`config.mk`:
```
export PLATFORM = sky130hd
export DESIGN_NAME = word_packer_flat
export DESIGN_NICKNAME = d
export VERILOG_FILES = /design/src/rtl/word_packer_if.sv /design/src/rtl/word_packer.sv /design/src/flat_wrapper.sv
export SDC_FILE = /design/constraint.sdc
export NUM_CORES = 1
export LEC_CHECK = 0
export CAP_MARGIN = 20
export CORE_MARGIN = 1
export CORE_UTILIZATION = 35
export CTS_CLUSTER_DIAMETER = 50
export CTS_CLUSTER_SIZE = 16
export DETAILED_ROUTE_END_ITERATION = 16
export HOLD_SLACK_MARGIN = 0.03
export PLACE_DENSITY = 0.68
export SYNTH_ARGS = -nofsm -noshare
export SYNTH_HDL_FRONTEND = slang
export SYNTH_SLANG_ARGS = --single-unit
```
`constraint.sdc`:
```
create_clock -name clk -period 1.5 [get_ports clk]
set_input_delay 0.225 -clock clk [delete_from_list [all_inputs] [get_ports clk]]
set_output_delay 0.225 -clock clk [all_outputs]
set_load 0.005 [all_outputs]
```
`src/rtl/word_packer_if.sv`:
```
// Stream bundle for word_packer: narrow input beats in, packed words out.
// The slave modport is the packer's view; master is the view of whoever drives it.
interface word_packer_if #(
    parameter int IN_W  = 8,
    parameter int RATIO = 4
);
    localparam int OUT_W = IN_W * RATIO;
    localparam int CW    = $clog2(RATIO + 1);

    logic             in_valid;
    logic             in_ready;
    logic [IN_W-1:0]  in_data;
    logic             in_last;
    logic             out_valid;
    logic             out_ready;
    logic [OUT_W-1:0] out_data;
    logic [CW-1:0]    out_count;
    logic             out_last;

    modport master (
        output in_valid, in_data, in_last, out_ready,
        input  in_ready, out_valid, out_data, out_count, out_last
    );

    modport slave (
        input  in_valid, in_data, in_last, out_ready,
        output in_ready, out_valid, out_data, out_count, out_last
    );
endinterface

```
`src/rtl/word_packer.sv`:
```
// Packs IN_W-bit beats into RATIO-lane words; in_last closes a partial word early.
// Lane order is selected by MSB_FIRST; unfilled lanes of a flushed word read as zero.
module word_packer #(
    parameter int IN_W      = 8,
    parameter int RATIO     = 4,
    parameter bit MSB_FIRST = 1'b1
) (
    input  logic         clk,
    input  logic         rst,
    input  logic         en,
    word_packer_if.slave bus
);
    localparam int OUT_W = IN_W * RATIO;
    localparam int CW    = $clog2(RATIO + 1);

    logic [CW-1:0]    r_cnt;
    logic [OUT_W-1:0] r_acc;
    logic             r_out_valid;
    logic [OUT_W-1:0] r_out_data;
    logic [CW-1:0]    r_out_count;
    logic             r_out_last;

    logic             w_in_ready;
    logic             w_accept;
    logic             w_complete;
    logic [OUT_W-1:0] w_beat_word;

    // Place one beat into its lane of an otherwise-zero word.
    function automatic logic [OUT_W-1:0] lane_place(input logic [IN_W-1:0] beat,
                                                    input logic [CW-1:0]   lane);
        logic [OUT_W-1:0] word;
        word = '0;
        for (int n = 0; n < RATIO; n++) begin
            if (lane == CW'(n)) begin
                if (MSB_FIRST) word[OUT_W-1-n*IN_W -: IN_W] = beat;
                else           word[n*IN_W +: IN_W]         = beat;
            end
        end
        return word;
    endfunction

    assign w_in_ready  = en & (~r_out_valid | bus.out_ready);
    assign w_accept    = bus.in_valid & w_in_ready;
    assign w_complete  = w_accept & ((r_cnt == CW'(RATIO - 1)) | bus.in_last);
    assign w_beat_word = lane_place(bus.in_data, r_cnt);

    always_ff @(posedge clk) begin
        if (rst) begin
            r_cnt       <= '0;
            r_acc       <= '0;
            r_out_valid <= 1'b0;
            r_out_data  <= '0;
            r_out_count <= '0;
            r_out_last  <= 1'b0;
        end else if (w_complete) begin
            // A completing beat refills the output even while it drains: no bubble.
            r_out_data  <= r_acc | w_beat_word;
            r_out_count <= r_cnt + CW'(1);
            r_out_last  <= bus.in_last;
            r_out_valid <= 1'b1;
            r_acc       <= '0;
            r_cnt       <= '0;
        end else begin
            if (w_accept) begin
                r_acc <= r_acc | w_beat_word;
                r_cnt <= r_cnt + CW'(1);
            end
            if (r_out_valid && bus.out_ready) begin
                r_out_valid <= 1'b0;
            end
        end
    end

    assign bus.in_ready  = w_in_ready;
    assign bus.out_valid = r_out_valid;
    assign bus.out_data  = r_out_data;
    assign bus.out_count = r_out_count;
    assign bus.out_last  = r_out_last;
endmodule

```
`src/flat_wrapper.sv`:
```
// flat-port wrapper written by rule: the top's interface ports become plain ports
module word_packer_flat 
#(
    parameter int IN_W      = 8,
    parameter int RATIO     = 4,
    parameter bit MSB_FIRST = 1'b1
)
  (clk, rst, en, bus_in_valid, bus_in_data, bus_in_last, bus_out_ready, bus_in_ready, bus_out_valid, bus_out_data, bus_out_count, bus_out_last);
  word_packer_if #(.IN_W(IN_W), .RATIO(RATIO)) bus_i ();
  input  logic clk;
  input  logic rst;
  input  logic en;
  input wire logic [$bits(bus_i.in_valid)-1:0] bus_in_valid;
  input wire logic [$bits(bus_i.in_data)-1:0] bus_in_data;
  input wire logic [$bits(bus_i.in_last)-1:0] bus_in_last;
  input wire logic [$bits(bus_i.out_ready)-1:0] bus_out_ready;
  output wire logic [$bits(bus_i.in_ready)-1:0] bus_in_ready;
  output wire logic [$bits(bus_i.out_valid)-1:0] bus_out_valid;
  output wire logic [$bits(bus_i.out_data)-1:0] bus_out_data;
  output wire logic [$bits(bus_i.out_count)-1:0] bus_out_count;
  output wire logic [$bits(bus_i.out_last)-1:0] bus_out_last;
  assign bus_i.in_valid = bus_in_valid;
  assign bus_i.in_data = bus_in_data;
  assign bus_i.in_last = bus_in_last;
  assign bus_i.out_ready = bus_out_ready;
  assign bus_in_ready = bus_i.in_ready;
  assign bus_out_valid = bus_i.out_valid;
  assign bus_out_data = bus_i.out_data;
  assign bus_out_count = bus_i.out_count;
  assign bus_out_last = bus_i.out_last;
  word_packer #(.IN_W(IN_W), .RATIO(RATIO), .MSB_FIRST(MSB_FIRST)) u_core (.clk(clk), .rst(rst), .en(en), .bus(bus_i));
endmodule
```
# After elaboration in Yosys (flattened, before gate mapping)
# Cells that the tools add are included.
[totals]
word_cells = 27
register_bits = 72
out_inout_bits = 38
input_bits = 14
[op_classes]
n_eq_ne = 3
n_addsub = 1
bitwise = 7
reduce_logical = 4
mux = 6
[op_table]
columns = ["operator", "n"]
rows = [
  ["32-bit bitwise OR", 1],
  ["8-bit 2-to-1 mux", 3],
  ["16-bit 2-to-1 mux", 1],
  ["3-bit by 2-bit equality test with 1-bit output (second input constant)", 2],
  ["3-bit by 1-bit adder with 3-bit output (second input constant)", 1],
  ["1-bit AND", 3],
  ["3-bit by 1-bit equality test with 1-bit output (second input constant)", 1],
  ["3-bit zero test", 1],
  ["1-bit 2-to-1 mux", 2],
  ["1-bit bitwise OR", 2],
  ["2-bit nonzero test", 1],
  ["2-bit OR reduction", 1],
  ["1-bit logical AND", 1],
  ["1-bit inverter", 1],
]

# Depth between registers and ports, before layout
# Gate-level depths: netlist of the first run.
[logic_depth]
depth_word = 6
ltp_mapped = 7
ltp_nobuf = 5

# Least setup slack after synthesis of the first run
# No wires, ideal clock.
[synth_path]
path_kind = "register to register"
from = "register u_core.r_cnt[0]"
to = "register u_core.r_out_data[24], in the netlist u_core.bus.out_data[24]"
slack_ps = -134
t_arrival_ps = 1499
setup_ps = 134
synth_period_minus_slack_ps = 1634
n_path_buf = 2
path_stages_with_launch = 8
required_ps = 1366
cell_sequence = "dfxtp_1 ha_1 ha_1 or2_1 buf_4 buf_2 a31oi_1 a211oi_2"
[synth_between]
elab_chain_len = 3
elab_cells_between_ends = 6
classes_between = "1 x eq/ne; 1 x mux; 3 x bitwise; 1 x reduce/logical"
[synth_lines]
columns = ["element", "line", "rtl"]
rows = [
  ["start, declared", "word_packer.sv:16", "logic [CW-1:0] r_cnt;"],
  ["start signal, assigned", "word_packer.sv:66", "r_cnt <= r_cnt + CW'(1);"],
  ["3-bit by 2-bit equality test with 1-bit output / 3-bit zero test (equally long branches)", "word_packer.sv:44, word_packer.sv:34", ""],
  ["1-bit bitwise OR / 8-bit 2-to-1 mux (equally long branches)", "word_packer.sv:44, word_packer.sv:34", ""],
  ["1-bit AND / 32-bit bitwise OR (equally long branches)", "word_packer.sv:44, word_packer.sv:57", ""],
  ["end signal, assigned", "word_packer.sv:57", "r_out_data <= r_acc | w_beat_word;"],
  ["end, declared", "word_packer.sv:19", "logic [OUT_W-1:0] r_out_data;"],
]
# Parallel ways exist; a longest one is shown, timed or not.
# A chain may end at the register's enable or synchronous reset.

# Worst setup path in the final report of the first run
[layout_path]
from = "register u_core.r_cnt[1]"
to = "register u_core.r_cnt[2]"
[layout_between]
elab_chain_len = 4
elab_cells_between_ends = 5
classes_between = "1 x add/sub; 1 x eq/ne; 2 x bitwise; 1 x reduce/logical"
[layout_lines]
columns = ["element", "line", "rtl"]
rows = [
  ["3-bit by 2-bit equality test with 1-bit output", "word_packer.sv:44", "assign w_complete = w_accept & ((r_cnt == CW'(RATIO - 1)) | bus.in_last);"],
  ["1-bit bitwise OR", "word_packer.sv:44", ""],
  ["1-bit AND", "word_packer.sv:44", ""],
  ["2-bit OR reduction (no line)", "--", ""],
]
# Parallel ways exist; a longest one is shown, timed or not.

==> flow_summary.json, run 1 <==
{
  "status": "finished, violations left",
  "violations": "setup timing",
  "fmax_mhz": 631.7,
  "synthesis.area_um2": 2989,
  "p_leak_nw": 1.453,
  "setup_ws_ns": -0.08314,
  "synthTopCellsByCount": "dfxtp_1 (72), a21oi_1 (38), a31oi_1 (34), a211oi_1 (31), nor2_1 (26)",
  "first_iter_violations": 250,
  "hold_start": "u_core.r_acc[5]",
  "switchingPower_mw": 1.076,
  "synthCells": 311,
  "grt_max_degree": 52,
  "ant_nets": 0,
  "critPathArrivalTime_ns": 1.86,
  "syn-num-nets": 330,
  "clock_latency_ns": 0.35,
  "areaGrowthSynthToFinish_pct": 48.68,
  "fp.dieH_um": 94.42,
  "vdd_drop_max_mv": 0.4798,
  "avgViaCountPerCell": 5.996,
  "finalCritPeriodShare": 1.055,
  "cp-start-kind": "flip-flop",
  "clk_pin_slew_ns": 0.08,
  "tightest_slew_ns": 0.5609,
  "path_class": "reg2reg",
  "drv_slew": 0,
  "cts-root-buf": "clkbuf_8",
  "period_minus_slack_ns": 1.583,
  "p_int_mw": 3.361,
  "grt_pass1_wl_um": 12890,
  "r2r_end": "u_core.r_cnt[2]",
  "rows": 33,
  "antenna_found_initial": 0,
  "postSynthAreaPerCell_um2": 9.611,
  "hold_end": "u_core.r_acc[5]",
  "n_antenna_cell": 0,
  "path_max_fanout": 3,
  "async_flop_share": 0,
  "dp_slack_ns": -0.4208,
  "holdPathStages": 1,
  "min_path_type": "reg2reg",
  "nFillCells": 703,
  "drive_gt1_frac": 0.3316,
  "die_area_um2": 8914,
  "hold_violations": 0,
  "synth.distinct_cells": 30,
  "crit_required_ns": 1.78,
  "power.share.combinational": 0.143,
  "switching_share": 0.2425,
  "r2r_cells": 5,
  "stdcell_area_um2": 4444,
  "p_per_area_nw_per_um2": 998.5,
  "grt_setup_unrepaired": "yes",
  "setup_viol": 55,
  "reg2reg_setup_slack_ns": -0.08,
  "vias": 2908,
  "ctsHoldBuffers": 0,
  "place.port_buffers": 51,
  "coreArea_um2": 8258,
  "nets": 394,
  "ys_warn_count": 0,
  "drc_errors": 0,
  "yosysMostFrequentCell": "dfxtp_1",
  "die_w_um": 94.42,
  "relSlewSlack": 0.6249,
  "total_power_mw": 4.437,
  "synth-edff-count": 0,
  "finClkSkew_ns": 0.01015,
  "dpl.hpwl_um": 5261,
  "yosys.area.top_type": "dfxtp_1",
  "ys_ff_latch": 72,
  "cts_max_level": 3,
  "grt_pass1_vias": 2535,
  "grt_overflow_total": 0,
  "yosysTopAreaCellShare": 0.4822,
  "rr_startpoint": "u_core.r_cnt[1]",
  "gp_congestion": 0.7693,
  "routed_wl_um": 9134,
  "cts.sinks": 72,
  "drt_first_pass_iters": 5,
  "yosysSeqAreaShare": 0.4822,
  "grtUsageTotal": 0.1879,
  "ys.flop_type": "dfxtp_1",
  "power_frac_seq": 0.454,
  "cts_made_buffers": 9,
  "io_pins": 52,
  "initial_core_util": 0.3620,
  "dpl_cell_area_um2": 3696,
  "clk_path_buf_depth": 2,
  "cap_violations": 0,
  "clkPwrFrac": 0.403,
  "endpoint_kind": "flip-flop",
  "wl_per_cell_um": 18.83,
  "yosys-top-cells-area": "dfxtp_1 (48%), a211oi_1 (7.8%), a31oi_1 (7.1%), a41oi_1 (7.0%), a21oi_1 (6.4%)",
  "cts_tree": "yes"
}
==> final cells by class <==
type / count / area [um2] / share of cell area
Clock buffer: 14 / 172.7 / 0.03885
Multi-Input combinational cell: 202 / 1728 / 0.3888
Sequential cell: 72 / 1450 / 0.3263
Timing Repair Buffer: 86 / 887.1 / 0.1996
Clock inverter: 2 / 60.06 / 0.01351
Tap cell: 105 / 131.4 / 0.02956
Inverter: 4 / 15.01 / 0.003378
==> power groups by stage <==
stage,clock (mW),sequential [mW],combinational [mW]
after floorplan,0,2.05,0.259
after global placement,0,2.05,0.490
after detailed placement,0,2.05,0.497
after CTS,1.80,2.01,0.516
after global routing,1.89,2.02,0.671
final,1.79,2.02,0.633
==> state kept, by name, summed over array words and instances, names as in the netlist <==
name,flops
u_core.r_cnt,3
u_core.bus.out_data,32
u_core.bus.out_valid,1
u_core.r_acc,32
u_core.bus.out_count,3
u_core.bus.out_last,1
==> cell usage in the layout, fill, tap and decap left out, types with 2 or more instances in the layout <==
cell	n
a211oi_1	24
a211oi_2	10
a21oi_1	35
a21oi_2	3
a31o_4	4
a31oi_1	25
a31oi_2	4
a31oi_4	6
a41oi_1	13
a41oi_2	10
and2_1	13
and2_4	5
buf_12	6
buf_4	21
buf_6	5
bufinv_16	2
clkbuf_1	2
clkbuf_8	12
clkdlybuf4s50_1	49
dfxtp_1	65
dfxtp_2	7
ha_1	3
ha_4	2
inv_1	4
nand4_1	3
nor2_1	10
nor2_2	14
nor2_4	2
nor2b_4	2
o21ai_0	3
==> worst max-delay path, cell delays in order (launching register included) <==
cell and delay (ns):
dfxtp_2 0.34, ha_4 0.16, ha_4 0.16, or2_4 0.26, or4_4 0.48, a21oi_2 0.12
==> layer usage <==
layer | wire [um] | vias to the layer above | global-route usage
met3 | 571 | 19 | 0.03060
met1 | 3965 | 1432 | 0.2514
li1 | - | 1325 | -
met4 | 165 | 0 | 0.07308
met2 | 4430 | 132 | 0.3019
met5 | 0 | - | 0
==> worst max path at each step <==
stage | depth (start not counted) | startpoint | to
after CTS | 5 | u_core.r_cnt[1] | u_core.r_cnt[2]
after floorplan | 5 | u_core.r_cnt[0] | u_core.r_cnt[2]
after detailed placement | 5 | bus_out_ready | u_core.r_acc[30]
final | 5 | u_core.r_cnt[1] | u_core.r_cnt[2]
after global routing | 5 | u_core.r_cnt[1] | u_core.r_cnt[2]
after global placement | 5 | bus_out_ready | u_core.r_acc[12]
==> logic make-up (layout without fill, tap and decap cells) <==
logic type | count (synthesis) | count (layout) | synth area share
AOI/OAI and AO/OA | 137 | 140 | 0.3127
adders and majority gates | 5 | 5 | 0.02093
buffers and inverters | 40 | 106 | 0.08329
DFF | 72 | 72 | 0.4822
and+or+nand+nor | 57 | 57 | 0.1009
==> what timing repair did <==
item	CTS	global route
cloned	1	5
pin swaps	26	12
gates resized for setup	13	79
setup buffers	2	1
hold endpoints to repair	0	0
endpoints found under the setup margin	64	70
==> stage by stage <==
step / setup TNS (ns) / utilization / cells / hold slack (ns)
finish: -2.546 / 0.5382 / 485 / 0.4666
global route: -4.605 / 0.5382 / 485 / 0.4799
CTS: -1.757 / 0.4852 / 479 / 0.4676
detailed placement: -19.94 / 0.4476 / 460 / 0.4445
global placement: -19.00 / 0.4476 / 460 / 0.4435
floorplan: -0.1547 / - / 311 / 0.3769
Power figures use the tool's default switching activity.
==> run 2, diff against run 1 <==
--- a/config.mk
+++ b/config.mk
@@ -12,6 +12,7 @@
 export CTS_CLUSTER_SIZE = 16
 export DETAILED_ROUTE_END_ITERATION = 16
 export HOLD_SLACK_MARGIN = 0.03
+export MAX_ROUTING_LAYER = met4
 export PLACE_DENSITY = 0.68
 export SYNTH_ARGS = -nofsm -noshare
 export SYNTH_HDL_FRONTEND = slang
==> flow_summary.json, run 2 (synthesis gave the netlist of run 1 again) <==
{
  "rows": 33,
  "r2r_cells": 5,
  "status": "finished, violations left",
  "r2r_end": "u_core.r_cnt[2]",
  "worst_hold_slack_ns": 0.4672,
  "wl_per_cell_um": 18.65,
  "nFillCells": 704,
  "holdPathStages": 1,
  "cap_violations": 0,
  "mostFrequentLayoutCell": "dfxtp_1",
  "grt_overflow_total": 0,
  "p_leak_nw": 1.449,
  "first_iter_violations": 244,
  "place.port_buffers": 51,
  "cts_max_level": 3,
  "switching_share": 0.2419,
  "fin_util": 0.5402,
  "power.share.combinational": 0.143,
  "dp_slack_ns": -0.4208,
  "routed_wl_um": 9043,
  "cts_tree": "yes",
  "min_path_type": "reg2reg",
  "path_class": "reg2reg",
  "drc_errors": 0,
  "n_antenna_cell": 0,
  "clock_latency_ns": 0.34,
  "antenna_found_initial": 0,
  "endpoint_kind": "flip-flop",
  "fp.dieH_um": 94.42,
  "reg2reg_setup_slack_ns": -0.08,
  "dpl.hpwl_um": 5261,
  "hold_start": "u_core.r_acc[5]",
  "ant_nets": 0,
  "vias": 2870,
  "tns_ns": -2.209,
  "critPathArrivalTime_ns": 1.86,
  "p_int_mw": 3.359,
  "finClkSkew_ns": 0.009466,
  "fmax_mhz": 633.3,
  "finalCritPeriodShare": 1.053,
  "die_area_um2": 8914,
  "setup_ws_ns": -0.07892,
  "crit_family": "simple AND/OR/NAND/NOR gates",
  "setup_viol": 55,
  "cts_made_buffers": 9,
  "avgViaCountPerCell": 5.918,
  "hold_end": "u_core.r_acc[5]",
  "areaGrowthSynthToFinish_pct": 49.23,
  "switchingPower_mw": 1.072,
  "hold_violations": 0,
  "cts.sinks": 72,
  "die_w_um": 94.42,
  "cp_slowest_cell": "or4_4",
  "cts-root-buf": "clkbuf_8",
  "grt_pass1_vias": 2531,
  "gp_congestion": 0.7796,
  "tightest_slew_ns": 0.5659,
  "grt_setup_unrepaired": "yes",
  "clk_pin_slew_ns": 0.08,
  "coreArea_um2": 8258,
  "vdd_drop_max_mv": 0.5218,
  "initial_core_util": 0.3620,
  "p_per_area_nw_per_um2": 993.4,
  "grt_max_degree": 52,
  "drv_slew": 0,
  "violations": "setup timing",
  "nets": 394,
  "period_minus_slack_ns": 1.579,
  "power_frac_seq": 0.455,
  "drt_first_pass_iters": 5,
  "crit_path_cell_trace": "ha_4 -> ha_4 -> or2_4 -> or4_4 -> a21oi_2",
  "crit_buf_inv": 0,
  "crit_required_ns": 1.78,
  "rr_startpoint": "u_core.r_cnt[1]",
  "path_max_fanout": 3,
  "grtUsageTotal": 0.1935,
  "drive_gt1_frac": 0.3395,
  "io_pins": 52,
  "slowest_delay_ns": 0.48,
  "cp_common_cell": "ha_4",
  "most-common-layout-cells": "dfxtp_1 (66), clkdlybuf4s50_1 (49), a21oi_1 (35), a31oi_1 (26), a211oi_1 (25)",
  "clkPwrFrac": 0.403,
  "grt_pass1_wl_um": 12890,
  "clk_path_buf_depth": 2,
  "relSlewSlack": 0.6216,
  "cp-start-kind": "flip-flop"
}
[run 2: cell types whose count changed in the layout (fill, tap and decap cells not counted)]
| cell | before | now |
|---|---|---|
| dfxtp_2 | 7 | 6 |
| dfxtp_1 | 65 | 66 |
| clkbuf_4 | 0 | 1 |
| a31oi_1 | 25 | 26 |
| nor2_2 | 14 | 16 |
| a41oi_2 | 10 | 14 |
| a211oi_2 | 10 | 9 |
| a211oi_1 | 24 | 25 |
| nor2_1 | 10 | 8 |
| buf_2 | 1 | 0 |
| a31oi_4 | 6 | 5 |
| a41oi_1 | 13 | 9 |
[run 2: power groups by stage]
stage                     Combinational, mW  Sequential, mW  Clock, mW
after floorplan                       0.259            2.05          0
after global placement                0.490            2.05          0
after detailed placement              0.497            2.05          0
after CTS                             0.516            2.01       1.80
after global routing                  0.668            2.02       1.89
final                                 0.632            2.02       1.78
[run 2: layer usage]
metal | track usage | part of all wire | up-vias
met4 | 0.07308 | 0.019 | 0
li1 | - | - | 1320
met2 | 0.3025 | 0.48 | 128
met3 | 0.02979 | 0.058 | 18
met5 | - | 0 | -
met1 | 0.2514 | 0.44 | 1404
[run 2: worst max-delay path by stage]
stage	start	endpoint	slack, ns	cells past startpoint
final	u_core.r_cnt[1]	u_core.r_cnt[2]	-0.08	5
after global routing	u_core.r_cnt[1]	u_core.r_cnt[2]	-0.13	5
after CTS	u_core.r_cnt[1]	u_core.r_cnt[2]	-0.09	5
after detailed placement	bus_out_ready	u_core.r_acc[30]	-0.42	5
after global placement	bus_out_ready	u_core.r_acc[12]	-0.39	5
after floorplan	u_core.r_cnt[0]	u_core.r_cnt[2]	-0.03	5
[run 2: per-stage QoR]
stage	cell area [um2]	power (mW)	cells
after floorplan	3038	2.310	311
after global placement	3696	2.542	460
after detailed placement	3696	2.550	460
after CTS	4006	4.327	479
after global routing	4461	4.580	485
final	4461	4.431	485
[run 2: what timing repair did]
item	in CTS	in global routing
gates resized for setup	13	82
pin swaps	26	14
setup endpoints to repair	64	70
cloned	1	5
hold buffers	0	0
setup buffers	2	1
[run 2: final cells by class]
class	count	area (um2)	area share
Multi-Input combinational cell	202	1743	0.3907
Sequential cell	72	1449	0.3248
Timing Repair Buffer	86	889.6	0.1994
Clock buffer	14	172.7	0.03871
Tap cell	105	131.4	0.02945
Clock inverter	2	60.06	0.01346
Inverter	4	15.01	0.003366
[run 2: worst reg2reg max path, stage by stage (launching register included)]
cell	delay, ns
dfxtp_2	0.34
ha_4	0.16
ha_4	0.16
or2_4	0.26
or4_4	0.48
a21oi_2	0.12
